==> src/rtl/drive_arbiter.sv <==
// drive_arbiter: decides which command source owns the wheels (tracer, Bluetooth remote,
// obstacle manoeuvres). Define AVOID_EN to build the BACKUP/TURN obstacle avoidance states.
module drive_arbiter #(
  parameter int unsigned BACKUP_CYCLES = 25000000,
  parameter int unsigned TURN_CYCLES   = 20000000,
  parameter int unsigned REMOTE_HOLD   = 50000000,
  parameter int unsigned CNT_W         = 27
) (
  input  logic       clk,
  input  logic       CR,
  input  logic       En_Tracing,
  input  logic [1:0] trace_cmd,
  input  logic       rc_valid,
  input  logic [2:0] rc_cmd,
  input  logic [1:0] AvoidSignal,
  output logic [1:0] Control_Wheel_1,
  output logic [1:0] Control_Wheel_2,
  output logic [1:0] spd_sel_1,
  output logic [1:0] spd_sel_2,
  output logic [3:0] Led_Direction,
  output logic [2:0] mode
);

  typedef enum logic [2:0] {
    IDLE   = 3'b000,
    TRACE  = 3'b001,
    REMOTE = 3'b010
`ifdef AVOID_EN
    ,
    BACKUP = 3'b011,
    TURN   = 3'b100
`endif
  } state_e;

  typedef enum logic [2:0] {
    DRV_STOP,
    DRV_FWD,
    DRV_BACK,
    DRV_LEFT,
    DRV_RIGHT,
    DRV_PIVL,
    DRV_PIVR
  } drive_e;

  typedef struct packed {
    logic [1:0] w1;
    logic [1:0] w2;
    logic [1:0] s1;
    logic [1:0] s2;
    logic [3:0] led;
  } drive_t;

  localparam logic [CNT_W-1:0] HOLD_LAST = CNT_W'(REMOTE_HOLD - 1);
  localparam logic [CNT_W-1:0] CNT_ONE   = CNT_W'(1);
`ifdef AVOID_EN
  localparam logic [CNT_W-1:0] BACKUP_LAST = CNT_W'(BACKUP_CYCLES - 1);
  localparam logic [CNT_W-1:0] TURN_LAST   = CNT_W'(TURN_CYCLES - 1);
`endif

  function automatic drive_t patternOf(input drive_e d);
    drive_t p;
    p = '0;
    case (d)
      DRV_FWD:   p = '{w1: 2'b10, w2: 2'b10, s1: 2'b11, s2: 2'b11, led: 4'b0001};
      DRV_BACK:  p = '{w1: 2'b01, w2: 2'b01, s1: 2'b01, s2: 2'b01, led: 4'b0010};
      DRV_LEFT:  p = '{w1: 2'b10, w2: 2'b10, s1: 2'b01, s2: 2'b10, led: 4'b0100};
      DRV_RIGHT: p = '{w1: 2'b10, w2: 2'b10, s1: 2'b10, s2: 2'b01, led: 4'b1000};
      DRV_PIVL:  p = '{w1: 2'b01, w2: 2'b10, s1: 2'b10, s2: 2'b10, led: 4'b0100};
      DRV_PIVR:  p = '{w1: 2'b10, w2: 2'b01, s1: 2'b10, s2: 2'b10, led: 4'b1000};
      default:   p = '0;
    endcase
    return p;
  endfunction

  function automatic drive_e traceDrive(input logic [1:0] c);
    drive_e d;
    case (c)
      2'b01:   d = DRV_FWD;
      2'b10:   d = DRV_LEFT;
      2'b11:   d = DRV_RIGHT;
      default: d = DRV_STOP;
    endcase
    return d;
  endfunction

  function automatic drive_e remoteDrive(input logic [2:0] c);
    drive_e d;
    case (c)
      3'b001:  d = DRV_FWD;
      3'b010:  d = DRV_BACK;
      3'b011:  d = DRV_LEFT;
      3'b100:  d = DRV_RIGHT;
      default: d = DRV_STOP;
    endcase
    return d;
  endfunction

  state_e           state_q, state_d;
  logic [2:0]       cmd_q, cmd_d;
  logic [CNT_W-1:0] cnt_q, cnt_d;
  drive_t           drive_q, drive_d;
  drive_e           driveSel;
  logic             rcOk;

  assign rcOk = rc_valid && (rc_cmd <= 3'd4);

`ifdef AVOID_EN
  logic side_q, side_d;
  logic trigger;

  // Reverse commands are excluded: backing away from a sensed obstacle is harmless.
  assign trigger = (AvoidSignal != 2'b00) &&
                   (((state_q == TRACE) && (trace_cmd != 2'b00)) ||
                    ((state_q == REMOTE) &&
                     ((cmd_q == 3'b001) || (cmd_q == 3'b011) || (cmd_q == 3'b100))));
`else
  logic unused_avoid;
  assign unused_avoid = ^{AvoidSignal, BACKUP_CYCLES[0], TURN_CYCLES[0]};
`endif

  always_comb begin
    state_d = state_q;
    cmd_d   = cmd_q;
    cnt_d   = cnt_q;
`ifdef AVOID_EN
    side_d  = side_q;
`endif
    case (state_q)
      IDLE: begin
        if (rcOk) begin
          state_d = REMOTE;
          cmd_d   = rc_cmd;
        end else if (En_Tracing) begin
          state_d = TRACE;
        end
      end
      TRACE: begin
`ifdef AVOID_EN
        if (trigger) begin
          state_d = BACKUP;
          side_d  = (AvoidSignal == 2'b01);
        end else
`endif
        if (rcOk) begin
          state_d = REMOTE;
          cmd_d   = rc_cmd;
        end else if (!En_Tracing) begin
          state_d = IDLE;
        end
      end
      REMOTE: begin
`ifdef AVOID_EN
        if (trigger) begin
          state_d = BACKUP;
          side_d  = (AvoidSignal == 2'b01);
        end else
`endif
        if (rcOk) begin
          cmd_d = rc_cmd;
          cnt_d = '0;
        end else if (cnt_q == HOLD_LAST) begin
          state_d = En_Tracing ? TRACE : IDLE;
        end else begin
          cnt_d = cnt_q + CNT_ONE;
        end
      end
`ifdef AVOID_EN
      BACKUP: begin
        if (cnt_q == BACKUP_LAST) state_d = TURN;
        else cnt_d = cnt_q + CNT_ONE;
      end
      TURN: begin
        if (cnt_q == TURN_LAST) state_d = En_Tracing ? TRACE : IDLE;
        else cnt_d = cnt_q + CNT_ONE;
      end
`endif
      default: state_d = IDLE;
    endcase
    if (state_d != state_q) cnt_d = '0;
  end

  // Drive pattern is decoded from next-state values so it lands on the same edge as mode.
  always_comb begin
    driveSel = DRV_STOP;
    case (state_d)
      TRACE:  driveSel = traceDrive(trace_cmd);
      REMOTE: driveSel = remoteDrive(cmd_d);
`ifdef AVOID_EN
      BACKUP: driveSel = DRV_BACK;
      TURN:   driveSel = side_d ? DRV_PIVR : DRV_PIVL;
`endif
      default: driveSel = DRV_STOP;
    endcase
    drive_d = patternOf(driveSel);
  end

  always_ff @(posedge clk) begin
    if (CR) begin
      state_q <= IDLE;
      cmd_q   <= '0;
      cnt_q   <= '0;
      drive_q <= '0;
`ifdef AVOID_EN
      side_q  <= 1'b0;
`endif
    end else begin
      state_q <= state_d;
      cmd_q   <= cmd_d;
      cnt_q   <= cnt_d;
      drive_q <= drive_d;
`ifdef AVOID_EN
      side_q  <= side_d;
`endif
    end
  end

  assign Control_Wheel_1 = drive_q.w1;
  assign Control_Wheel_2 = drive_q.w2;
  assign spd_sel_1       = drive_q.s1;
  assign spd_sel_2       = drive_q.s2;
  assign Led_Direction   = drive_q.led;
  assign mode            = state_q;

endmodule

==> config.mk <==
export PLATFORM = sky130hd
export DESIGN_NAME = drive_arbiter
export DESIGN_NICKNAME = d
export VERILOG_FILES = /design/src/rtl/drive_arbiter.sv
export SDC_FILE = /design/constraint.sdc
export NUM_CORES = 1
export LEC_CHECK = 0
export ABC_CLOCK_PERIOD_IN_PS = 5000
export BUFFER_PORTS_ARGS = -buffer_cell sky130_fd_sc_hd__buf_2
export CORE_MARGIN = 2
export CORE_UTILIZATION = 50
export CTS_BUF_LIST = sky130_fd_sc_hd__clkbuf_8
export DETAILED_ROUTE_END_ITERATION = 10
export PLACE_DENSITY = 0.7
export SETUP_SLACK_MARGIN = 0.02
export SLEW_MARGIN = 20
export SYNTH_ARGS = -nofsm -noshare
export SYNTH_HDL_FRONTEND = slang
export SYNTH_SLANG_ARGS = --single-unit
==> constraint.sdc <==
create_clock -name clk -period 5 [get_ports clk]
set_input_delay 1 -clock clk [delete_from_list [all_inputs] [get_ports clk]]
set_output_delay 1 -clock clk [all_outputs]
set_load 0.01 [all_outputs]
==> impl_metrics.tcl, run 1 <==
set metrics [dict create \
    reg2reg_slack_ns 2.06 \
    use_met1_pct 23.1 \
    placed_area_um2 2190 \
    finalCriticalPeriod_ns 2.94 \
    cts.sinks 45 \
    synthToLayoutAreaGrowth_pct 11.7 \
    postRouteAntennaNets 0 \
    grt_max_degree 27 \
    grt_usage_pct 17.7 \
    hold_path_end "cmd_q[2]$_SDFF_PP0_" \
    status "complete, no violations" \
    synth-main-ff-cell "dfxtp_1" \
    ff2ff_path_depth 8 \
    dp_hpwl_um 2650 \
    wire_per_inst_um 12.5 \
    path_max_fanout 26 \
    start_kind "register" \
    cts_hold_buf 0 \
    clk_path_buf_depth 2 \
    fmax_mhz 340 \
    reg2reg_from "cnt_q[0]$_SDFFE_PP0P_" \
    fp.dieH_um 68.0 \
    cap_violations 0 \
    final_cell_area_um2 2290 \
    die_w_um 68.0 \
    required_ns 5.22 \
    leakage_nw 0.887 \
    grt_overflow_total 0 \
    syn-cell-area_um2 2050 \
    synth_warnings 0 \
    relSlewSlack_pct 42.5 \
    grt_use_met3_pct 4.93 \
    skew_ns 0.00741 \
    routabilityCongestion 0.790 \
    clock_latency_ns 0.30 \
    port_buffers 23 \
    rsz0062_at_grt "false" \
    max_slew.worst_pin.slew_ns 0.862 \
    ys_seq_area_share_pct 44.0 \
    synth.area.top_cells "dfxtp_1, xor2_1, nor2_1" \
    ys_ff_latch 45 \
    critPathMaxStageDelay_ns 0.82 \
    ctsHtreeMaxLevel 2 \
    worstSetupPathType "register to register" \
    timing.final.crit_share_pct 58.8 \
    fillers 374 \
    grt_pass1_wl_um 6200 \
    synth_top_area_share_pct 44.0 \
    final_common_cell "dfxtp_1" \
    synthCells 228 \
    cpMaxStageDelayCell "or4_1" \
    cp-end-kind "register" \
    synth_edf_count 0 \
    antenna_cells 0 \
    use_met2_pct 28.2 \
    r2r-end "cnt_q[12]$_SDFFE_PP0P_" \
    synth_cell_types 43 \
    slew_viol_final 0 \
    clock-root-buffer "clkbuf_8" \
    vdd_drop_max_mv 0.203 \
    async_flop_share_pct 0 \
    clk_pin_slew_ns 0.08 \
    vias 1596 \
    cp_cell_sequence "ha_1 -> and4bb_2 -> nand4_1 -> o41ai_2 -> nand2_2 -> mux2i_1 -> or4_1 -> nor2_1" \
    initial_utilization_pct 51.6 \
    first_global_vias 1411 \
    hold_violations 0 \
    synth_area_leader_cell "dfxtp_1" \
    postCtsSetupBuffers 0 \
    wl_um 3740 \
    layout-drive-gt1-share_pct 18.9 \
    std_cell_rows 23 \
    post_cts_resized 0 \
    finalSetupViolCount 0 \
    final_cell_mix "dfxtp_1, nor2_1, buf_2" \
    drc_errors 0 \
    setup_slack_ns 2.06 \
    io_pins 26 \
    multi_input_area_um2 1110 \
    cts_tree "yes" \
    total_power_mw 0.630 \
    core_um2 3970 \
    syn_avg_cell_area_um2 8.99 \
    arrival_ns 3.16 \
    syn_nets 242 \
    power.density_nw_per_um2 275 \
    busiest_layer "met2" \
    min_path_cells 2 \
    drt_pass1_iterations 4 \
    drt_iter0_drc 58 \
    hold_start "cmd_q[2]$_SDFF_PP0_" \
    setup_tns_ns 0 \
    hold_class "register to register" \
    numCtsBuffers 5 \
    fp.dieArea_um2 4630 \
    dp_slack_ns 1.77 \
    nets 262 \
    regArea_um2 901 \
    vias_per_cell 5.34 \
    antenna_found_initial 0 \
]
==> cell families (layout without fill, tap and decap cells) <==
kind of cell	Yosys count	in the layout	share of synthesized area (%)
fa+ha+maj	3	3	1.83
xor+xnor	29	29	12.4
other cells	1	1	0.183
mux	4	4	1.95
compound gates	21	21	9.10
simple gates	110	110	27.5
flops	45	45	44.0
buf+inv	15	36	3.11
==> power by group <==
| group | internal [mW] | switching (mW) | total (mW) |
|---|---|---|---|
| combinational | 0.0185 | 0.0303 | 0.0487 |
| clock | 0.0949 | 0.119 | 0.214 |
| sequential | 0.364 | 0.00319 | 0.367 |
==> worst max path at each step <==
stage	from	end	cells past startpoint
2_1_floorplan	rc_cmd[0]	spd_sel_2[0]$_SDFF_PP0_	7
3_3_place_gp	rc_cmd[0]	cnt_q[0]$_SDFFE_PP0P_	8
3_5_place_dp	rc_cmd[0]	cnt_q[12]$_SDFFE_PP0P_	8
4_1_cts	cnt_q[0]$_SDFFE_PP0P_	cnt_q[12]$_SDFFE_PP0P_	8
5_1_grt	cnt_q[0]$_SDFFE_PP0P_	cnt_q[12]$_SDFFE_PP0P_	8
6_report	cnt_q[0]$_SDFFE_PP0P_	cnt_q[12]$_SDFFE_PP0P_	8
==> metal layers <==
metal	up-vias	routed length, um	share of wire [%]
met5	-	0	0
met3	7	143	3.8
met1	743	1810	48
met4	0	55	1.5
met2	28	1740	46
li1	818	-	-
==> cell type report <==
class	count	area share (%)
Multi-Input combinational cell	168	48.4
Tap cell	50	2.73
Clock buffer	5	3.01
Clock inverter	3	0.601
Sequential cell	45	39.4
Timing Repair Buffer	23	5.03
Inverter	5	0.820
==> cell usage after synthesis (5+ instances only) <==
library cell / n
xor2_1: 22
buf_2: 6
nand2_1: 19
nand3_1: 14
xnor2_1: 7
nor3_1: 7
nor2_1: 36
and3_1: 8
a21oi_1: 5
dfxtp_1: 45
inv_1: 5
nand4_1: 7
==> critical path: cells and delay by family (launching register included) <==
kind / cells / cell delay, ns
multiplexers: 1 / 0.15
adder cells (fa/ha/maj): 1 / 0.24
flip-flops: 1 / 0.39
AO/OA/AOI/OAI: 1 / 0.41
AND/OR/NAND/NOR: 5 / 1.65
==> metrics by stage <==
| step | hold slack, ns | utilization, % | std cells |
|---|---|---|---|
| global route | 0.532 | 57.6 | 299 |
| detailed placement | 0.478 | 55.2 | 291 |
| finish | 0.494 | 57.6 | 299 |
| CTS | 0.490 | 57.3 | 299 |
| global placement | 0.484 | 55.2 | 291 |
| floorplan | 0.461 | - | 228 |
==> flip-flops by register name, indices dropped and copies added, names as in the netlist <==
signal,count
cnt_q,27
Led_Direction,4
cmd_q,3
mode,3
Control_Wheel_1,2
Control_Wheel_2,2
spd_sel_1,2
spd_sel_2,2
(Power assumes the default switching activity.)
==> run 2: changes to the inputs <==
ABC_CLOCK_PERIOD_IN_PS = 2680   (was 5000)
PLACE_DENSITY = 0.73   (was 0.7)
clock period = 2.68 ns   (was 5 ns; I/O delays follow)
==> run 2 against run 1 <==
Worst setup slack got worse by 1.9 ns. Power increased by 110%. Wire length increased by 1.4%. First-iteration DRC count increased by 69%. Core utilization increased by 2.4 points. Clock skew increased by 0.0043 ns. Flip-flop and latch count unchanged. Sequential share of layout area decreased by 1.6 points. Register-to-register slack got worse by 1.9 ns. Cell count increased by 3.0%. Combinational power increased by 100%. Design area increased by 4.2%. Highest routed layer unchanged.
==> impl_metrics.tcl, run 2 (synthesized netlist as in run 1, its figures left out) <==
set metrics [dict create \
    dp_hpwl_um 2680 \
    required_ns 2.91 \
    fillers 338 \
    fp.dieH_um 68.0 \
    vdd_drop_max_mv 0.280 \
    setup_slack_ns 0.152 \
    grt_pass1_wl_um 6440 \
    reg2reg_from "cnt_q[2]$_SDFFE_PP0P_" \
    antenna_found_initial 0 \
    min_path_cells 2 \
    io_pins 26 \
    ctsHtreeMaxLevel 2 \
    crit_buf_inv 1 \
    ff2ff_path_depth 8 \
    power.density_nw_per_um2 544 \
    grt_usage_pct 18.5 \
    crit_family "simple AND/OR/NAND/NOR gates" \
    layout-drive-gt1-share_pct 22.1 \
    r2r-end "spd_sel_2[0]$_SDFF_PP0_" \
    numCtsBuffers 5 \
    cts_hold_buf 0 \
    grt_overflow_total 0 \
    dp_slack_ns 0.141 \
    finalSetupViolCount 0 \
    skew_ns 0.0117 \
    hold_path_end "cmd_q[2]$_SDFF_PP0_" \
    fp.dieArea_um2 4630 \
    antenna_cells 0 \
    use_met2_pct 27.9 \
    relSlewSlack_pct 50.0 \
    worstSetupPathType "register to register" \
    die_w_um 68.0 \
    initial_utilization_pct 51.6 \
    hold_class "register to register" \
    final_cell_area_um2 2380 \
    finalCriticalPeriod_ns 2.53 \
    timing.final.crit_share_pct 94.3 \
    slew_viol_final 0 \
    wl_um 3790 \
    rsz0062_at_grt "true" \
    cts.sinks 45 \
    first_global_vias 1448 \
    synthToLayoutAreaGrowth_pct 16.3 \
    fmax_mhz 396 \
    leakage_nw 0.935 \
    grt_use_met3_pct 6.25 \
    core_um2 3970 \
    grt_max_degree 21 \
    postRouteAntennaNets 0 \
    clock_latency_ns 0.30 \
    cts_tree "yes" \
    max_slew.worst_pin.slew_ns 0.750 \
    use_met1_pct 24.6 \
    cp_cell_sequence "nand2_1 -> or3_1 -> o41ai_2 -> nand2_2 -> buf_4 -> o32a_2 -> or3_4 -> o22ai_2" \
    critPathMaxStageDelay_ns 0.43 \
    hold_start "cmd_q[2]$_SDFF_PP0_" \
    path_depth 8 \
    drt_pass1_iterations 4 \
    clock-root-buffer "clkbuf_8" \
    top_register "cnt_q" \
    final_common_cell "dfxtp_1" \
    hold_ws_ns 0.513 \
    port_buffers 23 \
    routabilityCongestion 0.826 \
    wire_per_inst_um 12.3 \
    largest_register_ff_count 27 \
    reg2reg_slack_ns 0.15 \
    drt_iter0_drc 98 \
    arrival_ns 2.76 \
    clk_pin_slew_ns 0.08 \
    std_cell_rows 23 \
    cpMaxStageDelayCell "o41ai_2" \
    cap_violations 0 \
    status "complete, no violations" \
    path_max_fanout 7 \
    busiest_layer "met2" \
    nets 271 \
    vias_per_cell 5.23 \
    hold_violations 0 \
    final_cell_mix "dfxtp_1, nor2_1, buf_2" \
    vias 1612 \
    start_kind "register" \
    placed_area_um2 2250 \
    cp-end-kind "register" \
    clk_path_buf_depth 2 \
    drc_errors 0 \
]
-- run 2: changes by cell type in the layout (fill, tap and decap cells not counted) --
cell       change
a211oi_2       -1
ha_1           -1
inv_1          -1
inv_6          +1
ha_2           +1
a211oi_1       +1
clkinv_2       -1
bufinv_16      +1
buf_4          +9
-- run 2: worst reg2reg max path, delay by kind of cell (launching register included) --
family	cells	cell delay [ns]
AO/OA/AOI/OAI	3	0.82
buffers and inverters	1	0.19
flip-flops	1	0.40
AND/OR/NAND/NOR	4	1.06
-- run 2: report_power, final --
part / internal, mW / switching (mW)
logic: 0.0415 / 0.0582
clock network: 0.279 / 0.232
registers: 0.679 / 0.00600
total: 1.00 / 0.296
-- run 2: worst max path at each step --
stage | start | end | slack [ns]
4_1_cts | cnt_q[1]$_SDFFE_PP0P_ | spd_sel_2[0]$_SDFF_PP0_ | 0.10
3_3_place_gp | cnt_q[1]$_SDFFE_PP0P_ | cnt_q[25]$_SDFFE_PP0P_ | -0.01
3_5_place_dp | cnt_q[1]$_SDFFE_PP0P_ | spd_sel_2[0]$_SDFF_PP0_ | 0.14
5_1_grt | cnt_q[2]$_SDFFE_PP0P_ | cnt_q[21]$_SDFFE_PP0P_ | -0.03
2_1_floorplan | cnt_q[0]$_SDFFE_PP0P_ | cnt_q[4]$_SDFFE_PP0P_ | 0.24
6_report | cnt_q[2]$_SDFFE_PP0P_ | spd_sel_2[0]$_SDFF_PP0_ | 0.15
-- run 2: what timing repair did --
action,in CTS,in global routing
buffers inserted,0,3
hold endpoints to repair,0,0
gates resized for setup,0,1
endpoints found under the setup margin,0,29
-- run 2: metrics by stage --
step                      TNS [ns]  power, mW  instances  utilization [%]
after CTS                        0       1.31        305             59.4
after detailed placement         0      0.797        297             56.6
after global placement     -0.0220      0.795        297             56.2
after global routing       -0.0325       1.35        308             60.0
after floorplan                  0      0.766        228                -
final                            0       1.30        308             60.0
-- run 2: layout make-up --
cell class / instances / area (um2) / area share (%)
multi-input cells: 168 / 1110 / 46.4
flip-flops and latches: 45 / 901 / 37.8
repair buffers: 32 / 183 / 7.66
clock buffers: 5 / 68.8 / 2.89
well taps: 50 / 62.6 / 2.62
clock inverters: 3 / 43.8 / 1.84
inverters: 5 / 18.8 / 0.787
-- run 2: per-layer routing --
layer  routed length [um]  vias up  share of wire [%]
met5                    0        -                  0
met4                   57        0                1.5
met3                  194        5                5.1
met2                 1720       34                 45
met1                 1830      737                 48
li1                     -      836                  -
